**src/rtl/video_fetch_if.sv**
```systemverilog
// Video fetch scheduler handshake bundle: line timing, mode bits, arbiter grant/return, status.
// Latency: n/a (wires only).
// Backpressure: video_go is the request; the arbiter throttles it via video_next.
// Ports: master = timing/arbiter side (drives line_start..video_strobe); slave = scheduler.
interface video_fetch_if;
  logic       line_start;
  logic       vpix;
  logic       int_start;
  logic       mode_zx;
  logic       mode_p_hmclr;
  logic       mode_p_16c;
  logic       mode_ag;
  logic       mode_a_text;
  logic       video_next;
  logic       video_strobe;
  logic       video_go;
  logic [6:0] words_left;
  logic [2:0] outstanding;
  logic       line_done;
  logic       overrun;
  logic       strobe_err;

  modport master (
    output line_start, vpix, int_start,
    output mode_zx, mode_p_hmclr, mode_p_16c, mode_ag, mode_a_text,
    output video_next, video_strobe,
    input  video_go, words_left, outstanding, line_done, overrun, strobe_err
  );

  modport slave (
    input  line_start, vpix, int_start,
    input  mode_zx, mode_p_hmclr, mode_p_16c, mode_ag, mode_a_text,
    input  video_next, video_strobe,
    output video_go, words_left, outstanding, line_done, overrun, strobe_err
  );
endinterface

```
**src/rtl/video_fetch_sched.sv**
```systemverilog
// Per-line video word fetch scheduler: loads a word count per visible line, requests slots, tracks returns.
// Latency: all outputs registered; video_go reflects a grant/strobe one cycle after it happens.
// Backpressure: video_go drops while outstanding == OUT_MAX and reasserts the cycle after a return.
// Ports: clk, rst_n (sync, active-low), vif (slave modport of video_fetch_if).
module video_fetch_sched #(
  parameter int WORDS_ZX   = 32,
  parameter int WORDS_PHM  = 32,
  parameter int WORDS_P16C = 64,
  parameter int WORDS_ATM  = 80,
  parameter int OUT_MAX    = 4
) (
  input  logic           clk,
  input  logic           rst_n,
  video_fetch_if.slave   vif
);

  localparam logic [2:0] OUT_MAX_V = 3'(OUT_MAX);

  typedef enum logic [1:0] {IDLE, FETCH, DRAIN} state_t;

  state_t     state_q, state_d;
  logic [6:0] words_left_q, words_left_d;
  logic [2:0] outstanding_q, outstanding_d;
  logic       go_q, go_d;
  logic       line_done_q, line_done_d;
  logic       overrun_q, overrun_d;
  logic       strobe_err_q, strobe_err_d;

  logic [6:0] line_count;
  logic       grant;
  logic       load;

  // Mode priority: atm (text or gfx) > pentagon 16c > pentagon hmclr > zx.
  always_comb begin
    line_count = 7'd0;
    if (vif.mode_a_text || vif.mode_ag) line_count = 7'(WORDS_ATM);
    else if (vif.mode_p_16c)            line_count = 7'(WORDS_P16C);
    else if (vif.mode_p_hmclr)          line_count = 7'(WORDS_PHM);
    else if (vif.mode_zx)               line_count = 7'(WORDS_ZX);
  end

  // A grant only counts against our own registered request.
  assign grant = vif.video_next && go_q;
  // A zero-word mode is a no-op line: nothing loads, nothing is flagged.
  assign load  = vif.line_start && vif.vpix && (line_count != 7'd0);

  always_comb begin
    state_d       = state_q;
    words_left_d  = words_left_q;
    outstanding_d = outstanding_q;
    line_done_d   = 1'b0;
    overrun_d     = overrun_q;
    strobe_err_d  = strobe_err_q;

    unique case ({grant, vif.video_strobe})
      2'b10: if (outstanding_q < OUT_MAX_V) outstanding_d = outstanding_q + 3'd1;
      2'b01: begin
        if (outstanding_q != 3'd0) outstanding_d = outstanding_q - 3'd1;
        else                       strobe_err_d  = 1'b1;
      end
      2'b11: if (outstanding_q == 3'd0) strobe_err_d = 1'b1;
      default: ;
    endcase

    if (grant && words_left_q != 7'd0) words_left_d = words_left_q - 7'd1;

    unique case (state_q)
      FETCH: if (words_left_d == 7'd0) state_d = DRAIN;
      DRAIN: if (outstanding_q == 3'd0) begin
        state_d     = IDLE;
        line_done_d = 1'b1;
      end
      default: ;
    endcase

    // A new line aborts whatever is in progress; in-flight words are still owed to us.
    if (load) begin
      if (state_q != IDLE) overrun_d = 1'b1;
      words_left_d = line_count;
      state_d      = FETCH;
      line_done_d  = 1'b0;
    end

    // Frame start wins over everything else in the same cycle.
    if (vif.int_start) begin
      state_d       = IDLE;
      words_left_d  = 7'd0;
      outstanding_d = 3'd0;
      line_done_d   = 1'b0;
      overrun_d     = 1'b0;
      strobe_err_d  = 1'b0;
    end

    go_d = (state_d == FETCH) && (words_left_d != 7'd0) && (outstanding_d < OUT_MAX_V);
  end

  always_ff @(posedge clk) begin
    if (!rst_n) begin
      state_q       <= IDLE;
      words_left_q  <= 7'd0;
      outstanding_q <= 3'd0;
      go_q          <= 1'b0;
      line_done_q   <= 1'b0;
      overrun_q     <= 1'b0;
      strobe_err_q  <= 1'b0;
    end else begin
      state_q       <= state_d;
      words_left_q  <= words_left_d;
      outstanding_q <= outstanding_d;
      go_q          <= go_d;
      line_done_q   <= line_done_d;
      overrun_q     <= overrun_d;
      strobe_err_q  <= strobe_err_d;
    end
  end

  assign vif.video_go    = go_q;
  assign vif.words_left  = words_left_q;
  assign vif.outstanding = outstanding_q;
  assign vif.line_done   = line_done_q;
  assign vif.overrun     = overrun_q;
  assign vif.strobe_err  = strobe_err_q;

endmodule
```
**src/flat_wrapper.sv**
```systemverilog
// flat-port wrapper written by rule: the top's interface ports become plain ports
module video_fetch_sched_flat 
#(
  parameter int WORDS_ZX   = 32,
  parameter int WORDS_PHM  = 32,
  parameter int WORDS_P16C = 64,
  parameter int WORDS_ATM  = 80,
  parameter int OUT_MAX    = 4
)
  (clk, rst_n, vif_line_start, vif_vpix, vif_int_start, vif_mode_zx, vif_mode_p_hmclr, vif_mode_p_16c, vif_mode_ag, vif_mode_a_text, vif_video_next, vif_video_strobe, vif_video_go, vif_words_left, vif_outstanding, vif_line_done, vif_overrun, vif_strobe_err);
  video_fetch_if vif_i ();
  input  logic clk;
  input  logic rst_n;
  input wire logic [$bits(vif_i.line_start)-1:0] vif_line_start;
  input wire logic [$bits(vif_i.vpix)-1:0] vif_vpix;
  input wire logic [$bits(vif_i.int_start)-1:0] vif_int_start;
  input wire logic [$bits(vif_i.mode_zx)-1:0] vif_mode_zx;
  input wire logic [$bits(vif_i.mode_p_hmclr)-1:0] vif_mode_p_hmclr;
  input wire logic [$bits(vif_i.mode_p_16c)-1:0] vif_mode_p_16c;
  input wire logic [$bits(vif_i.mode_ag)-1:0] vif_mode_ag;
  input wire logic [$bits(vif_i.mode_a_text)-1:0] vif_mode_a_text;
  input wire logic [$bits(vif_i.video_next)-1:0] vif_video_next;
  input wire logic [$bits(vif_i.video_strobe)-1:0] vif_video_strobe;
  output wire logic [$bits(vif_i.video_go)-1:0] vif_video_go;
  output wire logic [$bits(vif_i.words_left)-1:0] vif_words_left;
  output wire logic [$bits(vif_i.outstanding)-1:0] vif_outstanding;
  output wire logic [$bits(vif_i.line_done)-1:0] vif_line_done;
  output wire logic [$bits(vif_i.overrun)-1:0] vif_overrun;
  output wire logic [$bits(vif_i.strobe_err)-1:0] vif_strobe_err;
  assign vif_i.line_start = vif_line_start;
  assign vif_i.vpix = vif_vpix;
  assign vif_i.int_start = vif_int_start;
  assign vif_i.mode_zx = vif_mode_zx;
  assign vif_i.mode_p_hmclr = vif_mode_p_hmclr;
  assign vif_i.mode_p_16c = vif_mode_p_16c;
  assign vif_i.mode_ag = vif_mode_ag;
  assign vif_i.mode_a_text = vif_mode_a_text;
  assign vif_i.video_next = vif_video_next;
  assign vif_i.video_strobe = vif_video_strobe;
  assign vif_video_go = vif_i.video_go;
  assign vif_words_left = vif_i.words_left;
  assign vif_outstanding = vif_i.outstanding;
  assign vif_line_done = vif_i.line_done;
  assign vif_overrun = vif_i.overrun;
  assign vif_strobe_err = vif_i.strobe_err;
  video_fetch_sched #(.WORDS_ZX(WORDS_ZX), .WORDS_PHM(WORDS_PHM), .WORDS_P16C(WORDS_P16C), .WORDS_ATM(WORDS_ATM), .OUT_MAX(OUT_MAX)) u_core (.clk(clk), .rst_n(rst_n), .vif(vif_i));
endmodule
```
**config.mk**
```make
export PLATFORM = sky130hd
export DESIGN_NAME = video_fetch_sched_flat
export DESIGN_NICKNAME = d
export VERILOG_FILES = /design/src/rtl/video_fetch_if.sv /design/src/rtl/video_fetch_sched.sv /design/src/flat_wrapper.sv
export SDC_FILE = /design/constraint.sdc
export NUM_CORES = 1
export LEC_CHECK = 0
export BUFFER_PORTS_ARGS = -buffer_cell sky130_fd_sc_hd__buf_2
export CAP_MARGIN = 20
export CELL_PAD_IN_SITES_DETAIL_PLACEMENT = 0
export CELL_PAD_IN_SITES_GLOBAL_PLACEMENT = 1
export CORE_MARGIN = 3
export CORE_UTILIZATION = 43
export CTS_BUF_LIST = sky130_fd_sc_hd__clkbuf_8
export DETAILED_ROUTE_END_ITERATION = 16
export GPL_TIMING_DRIVEN = 0
export PLACE_DENSITY_LB_ADDON = 0.08
export SLEW_MARGIN = 20
export SYNTH_ARGS = -nofsm -noshare
export SYNTH_HDL_FRONTEND = slang
export SYNTH_SLANG_ARGS = --single-unit
```
**constraint.sdc**
```tcl
create_clock -name clk -period 4.9 [get_ports clk]
set_clock_uncertainty 0.15 [all_clocks]
set_input_delay 0 -clock clk [delete_from_list [all_inputs] [get_ports clk]]
set_output_delay 0 -clock clk [all_outputs]
set_load 0.005 [all_outputs]
```
==> results.md <==
* Pins over their slew limit at 0
* DIE HEIGHT at 55.4 um
* Setup_tns at 0 ps
* Worst-Margin Slew at 444 ps
* CTS root buf: clkbuf_8
* Max-slew headroom at 70.4%
* Hold Path Cell Cnt at 3
* GPL Wtd Cong at 0.744
* Fmax at 359 MHz
* Post-synthesis xor/xnor area fraction at 1.67%
* CTS resizes at 0
* Period Utilization, post-route at 56.8%
* Final Hold Viols at 1
* Synth top area share at a little under a third
* P_leak at 0.561 nW
* CP arrival at about 2800 ps
* Syn nets at 150
* DRT antenna net count at 0
* Initial DRC Count at 17
* Max IR drop VDD at between 0.0001 and 0.00015 V
* Crit path launch type: flip-flop
* Unrepaired setup endpoints after global routing: no
* Final net count at around 190
* Chip width at 55.4 um
* DRC viols at 0
* Initial Utilization at 46.2%
* Post-Synth Simple-Gate Area at between 20% and 30%
* Critical Path Sink Type: flip-flop
* Max-cap violations at 0
* Total routed wirelength at 2400 um
* Count of unique library cells instantiated by Yosys at 36
* Syn Inst Count at around 130
* Number of synthesized flops with an enable pin at 0
* Post-synthesis sequential area ratio at a little under a third
* Reg-to-Reg Start: u_core.vif.words_left[0]
* Largest net degree at the start of global routing at 11
* Status: complete, but fails checks
* CP required at 4880 ps
* Ant diodes at 0
* Flop-to-flop setup slack at 2120 ps
* Clock sink count at 16
* Adder-Cell Fraction of Synth Area at about an eighth
* Area Overhead vs Synth at 23.9%
* Worst reg2reg path depth at 8
* Gr usage total at 16.2%
* Port bufs at 25
* Worst Hold Class: primary input to flip-flop
* Initial antenna violation count at 0
* Total global routing overflow at 0
* Top FF cell, synth: dfxtp_1
* Area contributors post-synth: dfxtp_1 30%, ha_1 13%, nor2_1 4.6%, inv_1 3.9%, a21oi_1 3.8%
* Post-synthesis compound-gate area fraction at 22.6%
* First-pass GRT wire length at 4030 um
* Clock transition at path regs at approximately 70 ps
* Failing checks: negative hold slack
* YS warnings at 0
* Power Density at just over 200 nW/um^2
* Cell Area, Synth at between 1000 and 1500 um^2
* Hold EP: u_core.vif.words_left[6]
* DRT Pass-1 Iters at 4
* Setup violators final at 0
* Fraction of synthesized area in multiplexers at 3.93%
* Via count at 1025
* Hold_ws at -4.81 ps
* Vias per cell at about 5.5
* HPWL after DPL at 1860 um
* Worst reg2reg path endpoint: u_core.state_q[1]
* Synth area leader: dfxtp_1
* Number of CTS-inserted buffers at 3
* H-tree depth at 1
* Core area at 2280 um^2
* Full die area at approximately 3100 um^2
* Synthesized area per cell at 8.28 um^2
* #FFs+latches synth at 16
* Crit path time final at 2780 ps
* Share of cells above drive strength 1 at 20.6%
* Largest family of logic cells by synthesized area: simple AND/OR/NAND/NOR gates
* Clock Tree Buf Depth at 2
* Io pins at 26
* Crit-path max FO at 7
* Clock Latency Late Sink at 250 ps
* Ys async rst share at 0%
* Pwr Total at 262 uW
* Row cnt at 17
* CTS tree: yes
* Kind of critical path: flip-flop to flip-flop
* Hold Crit Start: vif_line_start
* Routed wire length per instance at 12.8 um
* Vias in the first global route at approximately 900
[layer usage]
metal / routed length, um / global-route usage, %
met5: 0 / 0
met3: 135 / 4.21
met1: 1120 / 20.4
met4: 29 / 5.21
met2: 1110 / 26.9
[worst max-delay path, cell delays in order, from the launching register on]
cell and delay, ps:
dfxtp_1 440, inv_1 90, ha_1 250, nor3b_1 190
or4_1 470, o211a_1 240, nand3_1 160, o21ai_1 100
dlygate4sd3_1 560
[where the power goes]
group	switching [mW]	internal [mW]	leakage, nW
sequential	0.00178	0.132	0.129
clock	0.0457	0.0546	0.0216
combinational	0.0153	0.0128	0.410
[cells by family (layout without fill, tap and decap cells)]
family,after synthesis,in the layout
adder cells (fa/ha/maj),11,11
flip-flops,16,16
AND/OR/NAND/NOR,47,47
multiplexers,4,4
XOR/XNOR,2,2
buffers and inverters,13,46
AO/OA/AOI/OAI,34,34
[cell usage after synthesis, drive strengths merged, types with 2 or more instances]
master	instances
a22oi	2
nand3	3
dfxtp	16
or4	2
inv	11
nor2b	2
nor2	13
nor3	7
o21ai	8
nand2b	4
nand2	9
o21a	2
a21oi	8
mux2i	3
xnor2	2
o31ai	2
a211oi	3
or3	4
ha	11
[cell usage in the layout (no fill, tap or decap), drive strengths merged, types with 2 or more instances in the layout]
cell type / synthesis / routed
buf: 1 / 26
dfxtp: 16 / 16
nor2: 13 / 13
inv: 11 / 11
ha: 11 / 11
nand2: 9 / 9
a21oi: 8 / 8
o21ai: 8 / 8
nor3: 7 / 7
dlygate4sd3: 0 / 5
nand2b: 4 / 4
or3: 4 / 4
clkbuf: 1 / 4
nand3: 3 / 3
mux2i: 3 / 3
a211oi: 3 / 3
xnor2: 2 / 2
or4: 2 / 2
o31ai: 2 / 2
o21a: 2 / 2
a22oi: 2 / 2
nor2b: 2 / 2
[flip-flops by register name, summed over array words and instances (netlist names)]
| name | flops |
|---|---|
| u_core.vif.overrun | 1 |
| u_core.vif.words_left | 7 |
| u_core.state_q | 2 |
| u_core.vif.video_go | 1 |
| u_core.vif.strobe_err | 1 |
| u_core.vif.line_done | 1 |
| u_core.vif.outstanding | 3 |
[per-stage QoR]
stage | instance area (um^2) | hold slack (ps) | utilization, % | setup WS (ps) | std cells
after floorplan | 1050 | -17.4 | - | 2900 | 127
after global placement | 1210 | 125 | 53.2 | 2670 | 180
after detailed placement | 1210 | 128 | 53.2 | 2670 | 180
after CTS | 1300 | 1.62 | 57.2 | 2120 | 188
after global routing | 1300 | 14.0 | 57.2 | 1930 | 188
final | 1300 | -4.81 | 57.2 | 2120 | 188
[timing repair]
item,CTS,global route
endpoints found under the hold margin,4,0
hold buffers,5,0
buffers inserted,0,0
[final cells by class]
type                            instances  area [um^2]
Multi-Input combinational cell         98          674
Fill cell                             208          973
Tap cell                               28         35.0
Buffer                                  2         15.0
Sequential cell                        16          320
Timing Repair Buffer                   30          175
Clock buffer                            3         41.3
Inverter                               11         41.3
[worst max-delay path by stage]
stage                        startpoint             endpoint  slack [ps]  cells after the start
2_1_floorplan  u_core.vif.words_left[0]    u_core.state_q[1]        2900                      7
3_3_place_gp   u_core.vif.words_left[0]  u_core.vif.video_go        2670                      7
3_5_place_dp   u_core.vif.words_left[0]  u_core.vif.video_go        2670                      7
4_1_cts        u_core.vif.words_left[0]    u_core.state_q[1]        2120                      8
5_1_grt        u_core.vif.words_left[0]    u_core.state_q[1]        1930                      8
6_report       u_core.vif.words_left[0]    u_core.state_q[1]        2120                      8
No activity file was read; power rests on OpenSTA's default activity.
